[src/rtl/regfile_pkg.sv]
// Shared constants and round-robin pick helper for the regfile writeback path.
// Latency: n/a (package).
// Backpressure: n/a (package).
package regfile_pkg;

   localparam int AW      = 5;
   localparam int DW      = 32;
   localparam int MAX_REQ = 8;
   localparam logic [AW-1:0] REG_ZERO = 5'd0;

   // One-hot grant: the first set bit of valid_mask at or above ptr,
   // wrapping from n-1 back to 0. Bits at or above n are ignored.
   function automatic logic [MAX_REQ-1:0] rr_pick(input logic [MAX_REQ-1:0] valid_mask,
                                                  input logic [2:0]         ptr,
                                                  input int                 n);
      logic [MAX_REQ-1:0] onehot;
      logic               found;
      int                 idx;
      onehot = '0;
      found  = 1'b0;
      for (int k = 0; k < MAX_REQ; k++) begin
         if (k < n) begin
            idx = int'(ptr) + k;
            if (idx >= n) idx = idx - n;
            if (!found && valid_mask[idx[2:0]]) begin
               onehot[idx[2:0]] = 1'b1;
               found            = 1'b1;
            end
         end
      end
      return onehot;
   endfunction

endpackage

[src/rtl/wb_skid_buf.sv]
// One-entry writeback buffer holding a single pending (rd, data) for one source.
// Latency: accepted at edge k, visible as buf_valid after edge k; refills in the cycle it is granted.
// Backpressure: in_ready = !buf_valid | grant, forced low during flush.
//
// Ports: clk/rst_n; flush clears the entry; in_valid/in_rd/in_data + in_ready form the
// source handshake; grant pops the entry; buf_valid/buf_rd/buf_data expose the entry.
module wb_skid_buf #(
   parameter int AW = 5,
   parameter int DW = 32
) (
   input  logic          clk,
   input  logic          rst_n,
   input  logic          flush,
   input  logic          in_valid,
   input  logic          grant,
   input  logic [AW-1:0] in_rd,
   input  logic [DW-1:0] in_data,
   output logic          in_ready,
   output logic          buf_valid,
   output logic [AW-1:0] buf_rd,
   output logic [DW-1:0] buf_data
);

   assign in_ready = !flush && (!buf_valid || grant);

   always_ff @(posedge clk or negedge rst_n) begin
      if (!rst_n) begin
         buf_valid <= 1'b0;
         buf_rd    <= '0;
         buf_data  <= '0;
      end else if (flush) begin
         buf_valid <= 1'b0;
      end else if (in_valid && in_ready) begin
         // Covers both an empty buffer and a same-cycle pop/refill.
         buf_valid <= 1'b1;
         buf_rd    <= in_rd;
         buf_data  <= in_data;
      end else if (grant) begin
         buf_valid <= 1'b0;
      end
   end

endmodule

[src/rtl/regfile_wb_arbiter.sv]
// Round-robin arbiter sharing one regfile write port between NREQ writeback sources.
// Latency: accept at edge k -> regwr/rw/busW valid after edge k+1; regfile commits on the following falling edge.
// Backpressure: per-source one-entry buffer; in_ready low while that buffer waits, and during flush.
//
// Ports: clk/rst_n; flush drops all buffered writes; en=0 freezes grants; in_valid/in_ready/
// in_rd/in_data are the packed per-source requests; buf_valid exposes occupancy for hazard
// checks; regwr/rw/busW is the registered regfile write port (x0 writes are suppressed).
module regfile_wb_arbiter
   import regfile_pkg::*;
#(
   parameter int NREQ = 3,
   parameter int AW   = regfile_pkg::AW,
   parameter int DW   = regfile_pkg::DW
) (
   input  logic               clk,
   input  logic               rst_n,
   input  logic               flush,
   input  logic               en,
   input  logic [NREQ-1:0]    in_valid,
   output logic [NREQ-1:0]    in_ready,
   input  logic [NREQ*AW-1:0] in_rd,
   input  logic [NREQ*DW-1:0] in_data,
   output logic [NREQ-1:0]    buf_valid,
   output logic               regwr,
   output logic [AW-1:0]      rw,
   output logic [DW-1:0]      busW
);

   logic [AW-1:0]      buf_rd   [NREQ];
   logic [DW-1:0]      buf_data [NREQ];
   logic [NREQ-1:0]    grant;
   logic [2:0]         rr_ptr;
   logic [MAX_REQ-1:0] vmask;
   logic [MAX_REQ-1:0] pick;
   logic               gnt_any;
   logic [2:0]         gnt_idx;
   logic [AW-1:0]      sel_rd;
   logic [DW-1:0]      sel_data;

   for (genvar i = 0; i < NREQ; i++) begin : g_buf
      wb_skid_buf #(.AW(AW), .DW(DW)) u_buf (
         .clk       (clk),
         .rst_n     (rst_n),
         .flush     (flush),
         .in_valid  (in_valid[i]),
         .grant     (grant[i]),
         .in_rd     (in_rd[i*AW +: AW]),
         .in_data   (in_data[i*DW +: DW]),
         .in_ready  (in_ready[i]),
         .buf_valid (buf_valid[i]),
         .buf_rd    (buf_rd[i]),
         .buf_data  (buf_data[i])
      );
   end

   always_comb begin
      vmask              = '0;
      vmask[NREQ-1:0]    = buf_valid;
      pick               = rr_pick(vmask, rr_ptr, NREQ);
      gnt_any            = en && !flush && (|pick);
      gnt_idx            = 3'd0;
      grant              = '0;
      sel_rd             = '0;
      sel_data           = '0;
      for (int i = 0; i < MAX_REQ; i++) begin
         if (pick[i]) gnt_idx = 3'(i);
      end
      // pick is one-hot, so an OR-mux selects the granted entry.
      for (int i = 0; i < NREQ; i++) begin
         grant[i] = gnt_any && pick[i];
         if (grant[i]) begin
            sel_rd   = sel_rd   | buf_rd[i];
            sel_data = sel_data | buf_data[i];
         end
      end
   end

   always_ff @(posedge clk or negedge rst_n) begin
      if (!rst_n) begin
         rr_ptr <= 3'd0;
         regwr  <= 1'b0;
         rw     <= '0;
         busW   <= '0;
      end else if (gnt_any) begin
         rr_ptr <= (gnt_idx == 3'(NREQ - 1)) ? 3'd0 : gnt_idx + 3'd1;
         rw     <= sel_rd;
         busW   <= sel_data;
         // An x0 write still consumes its slot but never strobes the regfile.
         regwr  <= (sel_rd != AW'(REG_ZERO));
      end else begin
         regwr  <= 1'b0;
      end
   end

endmodule

[config.mk]
export PLATFORM = sky130hd
export DESIGN_NAME = regfile_wb_arbiter
export DESIGN_NICKNAME = d
export VERILOG_FILES = /design/src/rtl/regfile_pkg.sv /design/src/rtl/wb_skid_buf.sv /design/src/rtl/regfile_wb_arbiter.sv
export SDC_FILE = /design/constraint.sdc
export NUM_CORES = 1
export LEC_CHECK = 0
export ABC_AREA = 1
export CAP_MARGIN = 20
export CORE_UTILIZATION = 43
export DETAILED_ROUTE_END_ITERATION = 7
export GPL_TIMING_DRIVEN = 0
export PLACE_DENSITY = 0.72
export SYNTH_ARGS = -nofsm -noshare
export SYNTH_HDL_FRONTEND = slang
export SYNTH_SLANG_ARGS = --single-unit
[constraint.sdc]
create_clock -name clk -period 2.6 [get_ports clk]
set_input_delay 0.52 -clock clk [delete_from_list [all_inputs] [get_ports clk]]
set_output_delay 0.52 -clock clk [all_outputs]
set_load 0.01 [all_outputs]
==> impl_metrics.csv, run 1 <==
group,metric,value,unit
synthesis,synth-seq-area-share,50.2,%
clock_tree,cts_max_level,4,
grt,track_usage,28.0,%
finish,nets,1291,
power,power_density,1220,mW/mm^2
flow_run,drv_cap,0,
finish,syn2layout_area_growth,57.0,%
grt,grt_first_pass_wirelength,38800,um
grt,grt-ovfl-total,0,
worst_setup_path,critPathArrivalTime,2860,ps
finish,multi_input_area,0.00398,mm^2
placement,port_buffers,160,
synthesis,syn_nets,1034,
synthesis,synth_enable_flop_cells,0,
clock_tree,clk_latency,440,ps
synthesis,synth_cell_types,30,
timing,fmax,296,MHz
worst_setup_path,crit-reg2reg-launch,"rr_ptr[0]$_DFFE_PN0N_",
clock_tree,cts_hold_buf,0,
floorplanning,rows,48,
clock_tree,cts.sinks,155,
finish,final_common_cell,"nand2_1",
routing,first_pass_iters,5,
synthesis,yosys_warnings,0,
worst_setup_path,critPathSlowestCell,"dfrtp_1",
worst_setup_path,end_kind,"primary output",
clock_tree,cts_max_path_buffers,2,
timing,rsz0062_at_grt,"true",
clock_tree,cts_tree,"yes",
power,power.leakage,5.53,nW
routing,drtIter0Drc,780,
power,total_power,14.9,mW
worst_setup_path,start_kind,"register",
worst_setup_path,timing.rr.end,"g_buf[0].u_buf.buf_data[13]$_DFFE_PN0P_",
synthesis,synth.avg_cell_area,8.51,um^2
synthesis,synthFlopType,"dfrtp_1",
timing,worst_pin_slew,899,ps
worst_setup_path,crit_required,2080,ps
floorplanning,dieHeight,136,um
synthesis,async_flop_share,100,%
worst_setup_path,r2r_cells,24,
worst_setup_path,cp_common_cell,"nand2_4",
routing,drc_errors,0,
clock_tree,cts.clk_slew.worst_paths,70,ps
timing,hold_violations,0,
synthesis,yosys_register_bits,155,
min_path,hold_path.class,"input port to asynchronous set/reset pin",
floorplanning,core_area,0.0174,mm^2
timing,relSlewSlack,40.1,%
worst_setup_path,cp_cell_sequence,"ha_4 -> ha_4 -> nand2_4 -> nand2_4 -> nand2_4 -> inv_2 -> nand4_1 -> nand3_2 -> nand3_1 -> nand2_2 -> nor2_4 -> inv_2 -> nand2_4 -> a21oi_4 -> buf_6 -> buf_6 -> buf_6",
placement,routabilityCongestion,0.847,
timing,final_max_slew_viol_count,0,
grt,grt_max_degree,101,
routing,finalWirelength,27400,um
floorplanning,initial_core_util,44.4,%
power,peakVddDrop,0.813,mV
timing,setup_viol,156,
finish,diodes,0,
synthesis,synth_cells,908,
routing,vias,7978,
placement,place_hpwl,16300,um
finish,regArea,0.00388,mm^2
timing,tns,-76980,ps
timing,fin_skew,14.2,ps
finish,fillers,1239,
grt,first_global_vias,7361,
clock_tree,cts_buffers,17,
clock_tree,cts_root_buf,"clkbuf_16",
floorplanning,die_x,136,um
floorplanning,dieArea,0.0185,mm^2
synthesis,syn_area,0.00773,mm^2
timing,period_share,130,%
routing,ant_nets,0,
worst_setup_path,critPathMaxFanout,6,
finish,drive_gt1_share,30.1,%
finish,layout.cells.most_common_list,"203 x nand2_1, 156 x clkdlybuf4s50_1, 153 x dfrtp_1, 138 x nand3_1, 58 x nand2_2",
routing,post_drt_wl_per_cell,19.5,um
worst_setup_path,critPathMaxStageDelay,430,ps
routing,viasPerCell,5.69,
worst_setup_path,r2r_slack,-760,ps
run_status,status,"finished with violations",
floorplanning,io_pins,162,
timing,min_period,3380,ps
run_status,violations,"setup timing",
worst_setup_path,worstSetupPathType,"register to primary output",
grt,antenna_found_initial,0,
timing,setup_slack,-780,ps
==> what timing repair did <==
item,CTS,global route
resized for setup,117,149
pin swaps,26,50
cloned,12,3
endpoints found under the setup margin,156,156
buffers inserted,36,33
==> power breakdown <==
group          internal (mW)  leakage [nW]  switching, mW
combinational           4.01          3.36           4.61
clock                   1.33         0.260           1.11
sequential              3.18          1.91          0.621
==> stage by stage <==
stage	hold slack (ps)	setup WS [ps]	utilization, %	cells	cell area [um^2]
global route	72.1	-874	69.7	1403	12100
CTS	52.9	-742	64.8	1374	11300
finish	35.3	-780	69.7	1403	12100
floorplan	224	-159	-	908	7810
detailed placement	459	-954	55.8	1294	9720
global placement	453	-5850	55.6	1293	9690
==> cells in the mapped netlist (3+ instances only) <==
cell	number	share of area, %
nand2_1	237	12
nand3_1	167	11
dfrtp_1	155	50
nor2_1	48	2.3
nand4_1	47	3.8
nand2_2	41	3.3
a21oi_1	36	2.3
a31oi_1	33	2.7
clkbuf_1	24	1.2
buf_2	23	1.5
inv_1	20	0.97
buf_4	11	1.1
buf_6	10	1.5
ha_1	8	1.3
inv_2	8	0.39
nor2_4	6	0.87
o21ai_0	6	0.39
nand3_4	4	0.91
o21ai_1	4	0.26
buf_12	3	0.78
nand2_4	3	0.44
nand3_2	3	0.39
==> metal layers <==
layer  GRT usage (%)  wire length, um  vias to the layer above
li1                -                -                     3585
met4            12.5             1110                        0
met5               0                0                        -
met1            37.0            10600                     3857
met2            44.1            13400                      452
met3            5.82             2220                       84
==> layout make-up <==
| class | instances | share of cell area, % |
|---|---|---|
| multi-input cells | 653 | 32.8 |
| flip-flops and latches | 155 | 32.0 |
| repair buffers | 239 | 22.1 |
| plain buffers | 71 | 5.18 |
| clock buffers | 17 | 3.51 |
| well taps | 225 | 2.32 |
| clock inverters | 15 | 1.15 |
| inverters | 28 | 1.03 |
==> worst max-delay path by stage <==
| stage | startpoint | to | slack (ps) | cells after the start |
|---|---|---|---|---|
| floorplan | rr_ptr[1]$_DFFE_PN0N_ | in_ready[0] | -160 | 18 |
| detailed placement | rr_ptr[2]$_DFFE_PN0N_ | in_ready[0] | -950 | 17 |
| global placement | rst_n | rr_ptr[1]$_DFFE_PN0N_ | -5850 | 1 |
| finish | rr_ptr[0]$_DFFE_PN0N_ | in_ready[0] | -780 | 17 |
| global route | rr_ptr[1]$_DFFE_PN0N_ | in_ready[0] | -870 | 18 |
| CTS | rr_ptr[0]$_DFFE_PN0N_ | in_ready[2] | -740 | 17 |
==> flip-flops by register name, summed over array words and instances, names as in the netlist <==
signal / cells
g_buf.u_buf.buf_data: 96
busW: 32
g_buf.u_buf.buf_rd: 15
rw: 5
g_buf.u_buf.buf_valid: 3
rr_ptr: 3
regwr: 1
==> worst max-delay path: cells and delay by family (launching register included) <==
kind / cells / cell delay, ps
flip-flops: 1 / 430
AND/OR/NAND/NOR: 9 / 790
AO/OA/AOI/OAI: 1 / 200
adder cells (fa/ha/maj): 2 / 540
buffers and inverters: 5 / 460
==> kinds of logic (layout without fill, tap and decap cells) <==
kind of cell	after synthesis	in the layout	synth area share [%]
AOI/OAI and AO/OA	82	82	6.17
xor gates and xnor gates	1	1	0.113
adders and majority gates	8	8	1.29
buffers and inverters	101	370	7.41
DFF	155	155	50.2
and+or+nand+nor	561	562	34.8
No activity file was read; power rests on OpenSTA's default activity.
==> run 2, diff against run 1 <==
--- a/config.mk
+++ b/config.mk
@@ -10,7 +10,10 @@
 export CORE_UTILIZATION = 43
 export DETAILED_ROUTE_END_ITERATION = 7
 export GPL_TIMING_DRIVEN = 0
+export HOLD_SLACK_MARGIN = 0.03
+export MAX_ROUTING_LAYER = met4
 export PLACE_DENSITY = 0.72
+export SLEW_MARGIN = 20
 export SYNTH_ARGS = -nofsm -noshare
 export SYNTH_HDL_FRONTEND = slang
 export SYNTH_SLANG_ARGS = --single-unit
==> impl_metrics.csv, run 2 (synthesized netlist as in run 1, its figures left out) <==
group,metric,value,unit
run_status,status,"finished with violations",
run_status,violations,"setup timing",
timing,setup_slack,-763,ps
grt,grt-ovfl-total,0,
clock_tree,cts_root_buf,"clkbuf_16",
clock_tree,cts_hold_buf,0,
timing,min_period,3360,ps
floorplanning,dieArea,0.0185,mm^2
finish,largest_register_ffs,96,
timing,fin_skew,8.64,ps
timing,setup_viol,156,
timing,final_max_slew_viol_count,0,
worst_setup_path,r2r_cells,18,
routing,ant_nets,0,
finish,nets,1254,
worst_setup_path,critPathMaxFanout,6,
worst_setup_path,start_kind,"register",
finish,stdcell_count,1366,
timing,fmax,297,MHz
timing,fin_hold_ws,83.7,ps
grt,antenna_found_initial,0,
power,peakVddDrop,0.822,mV
min_path,hold_path.class,"input port to asynchronous set/reset pin",
worst_setup_path,worstSetupPathType,"register to primary output",
finish,layout.cells.most_common_list,"171 x nand2_1, 156 x clkdlybuf4s50_1, 153 x dfrtp_1, 147 x nand3_1, 71 x nand2_2",
placement,port_buffers,160,
finish,regMostFlops,"g_buf.u_buf.buf_data",
floorplanning,rows,48,
placement,pre_cts_ws,-947,ps
routing,first_pass_iters,7,
finish,drive_gt1_share,27.8,%
worst_setup_path,crit_required,2080,ps
placement,routabilityCongestion,0.860,
power,power_density,1160,mW/mm^2
timing,rsz0062_at_grt,"true",
routing,finalWirelength,25000,um
floorplanning,initial_core_util,44.4,%
clock_tree,cts.sinks,155,
clock_tree,cts_tree,"yes",
finish,final_common_cell,"nand2_1",
worst_setup_path,timing.rr.end,"busW[15]$_DFFE_PN0N_",
finish,diodes,0,
worst_setup_path,critPathArrivalTime,2840,ps
clock_tree,cts_max_path_buffers,2,
grt,track_usage,27.7,%
clock_tree,cts_buffers,17,
clock_tree,cts_max_level,4,
timing,hold_violations,0,
floorplanning,die_x,136,um
finish,fin_util,66.9,%
power,power.leakage,5.32,nW
floorplanning,dieHeight,136,um
finish,reg_top3,"g_buf.u_buf.buf_data: 96 flops, busW: 32 flops, g_buf.u_buf.buf_rd: 15 flops",
timing,period_share,129,%
clock_tree,cts.clk_slew.worst_paths,70,ps
placement,dp_cells,1294,
floorplanning,core_area,0.0174,mm^2
routing,post_drt_wl_per_cell,18.3,um
flow_run,drv_cap,0,
routing,vias,7462,
finish,syn2layout_area_growth,50.8,%
grt,first_global_vias,7224,
timing,worst_pin_slew,879,ps
worst_setup_path,end_kind,"primary output",
worst_setup_path,r2r_slack,-300,ps
clock_tree,clk_latency,440,ps
power,total_power,13.6,mW
grt,grt_max_degree,96,
placement,place_hpwl,16300,um
routing,drc_errors,0,
floorplanning,io_pins,162,
grt,grt_first_pass_wirelength,37300,um
routing,viasPerCell,5.46,
worst_setup_path,crit-reg2reg-launch,"rr_ptr[1]$_DFFE_PN0N_",
timing,relSlewSlack,41.4,%
routing,drtIter0Drc,608,
[run 2: cell types whose count changed in the layout (fill, tap and decap cells not counted), sizes merged]
cell | previous run | this run
bufinv | 1 | 2
clkinvlp | 6 | 0
clkinv | 5 | 6
inv | 31 | 34
bufbuf | 1 | 0
nand3 | 175 | 174
buf | 126 | 92
[run 2: critical path, stage by stage, from the launching register on]
cell and delay (ps):
dfrtp_2 440, ha_4 190, ha_4 250, nand2_4 90, nand4_4 130, nand2_4 130, nand2_2 60, nand2_2 60
nand2_2 60, nand3_4 80, nand3_4 120, nor2_4 150, nor2_4 50, inv_2 70, nand2_4 60, a21oi_4 180
buf_6 130, buf_6 80, buf_6 90
[run 2: how the worst max path moves through the flow]
| stage | endpoint | slack, ps | start |
|---|---|---|---|
| floorplan | in_ready[0] | -160 | rr_ptr[1]$_DFFE_PN0N_ |
| global route | in_ready[0] | -890 | rr_ptr[1]$_DFFE_PN0N_ |
| global placement | rr_ptr[1]$_DFFE_PN0N_ | -5850 | rst_n |
| finish | in_ready[0] | -760 | rr_ptr[1]$_DFFE_PN0N_ |
| detailed placement | in_ready[0] | -950 | rr_ptr[2]$_DFFE_PN0N_ |
| CTS | in_ready[2] | -750 | rr_ptr[0]$_DFFE_PN0N_ |
[run 2: layer usage]
layer	share of wire [%]	wire length, um	global-route usage [%]
met5	0	0	-
met4	3.7	935	12.3
met3	5.9	1470	4.47
met2	48	12100	42.9
met1	42	10500	35.8
[run 2: final cells by class]
class | instances | area (um^2)
repair buffers | 202 | 2150
fillers | 1363 | 5760
clock inverters | 14 | 183
flip-flops and latches | 155 | 3880
clock buffers | 18 | 439
well taps | 225 | 282
plain buffers | 72 | 618
inverters | 28 | 115
multi-input cells | 652 | 3990
[run 2: where the power goes]
part | switching, mW | leakage (nW) | internal (mW)
registers | 0.605 | 1.91 | 3.18
logic | 4.10 | 3.11 | 3.08
clock network | 1.12 | 0.306 | 1.49
total | 5.82 | 5.32 | 7.74
[run 2: what timing repair did]
item	4_1_cts	5_1_grt
setup buffers	26	13
setup endpoints to repair	156	156
gates resized for setup	80	173
pin swaps	21	42
gates cloned	6	2
[run 2: metrics by stage]
stage / TNS (ps) / cell area, um^2
global route: -53700 / 11700
CTS: -31670 / 11000
finish: -32230 / 11700
floorplan: -384 / 7810
detailed placement: -38730 / 9720
global placement: -848180 / 9690
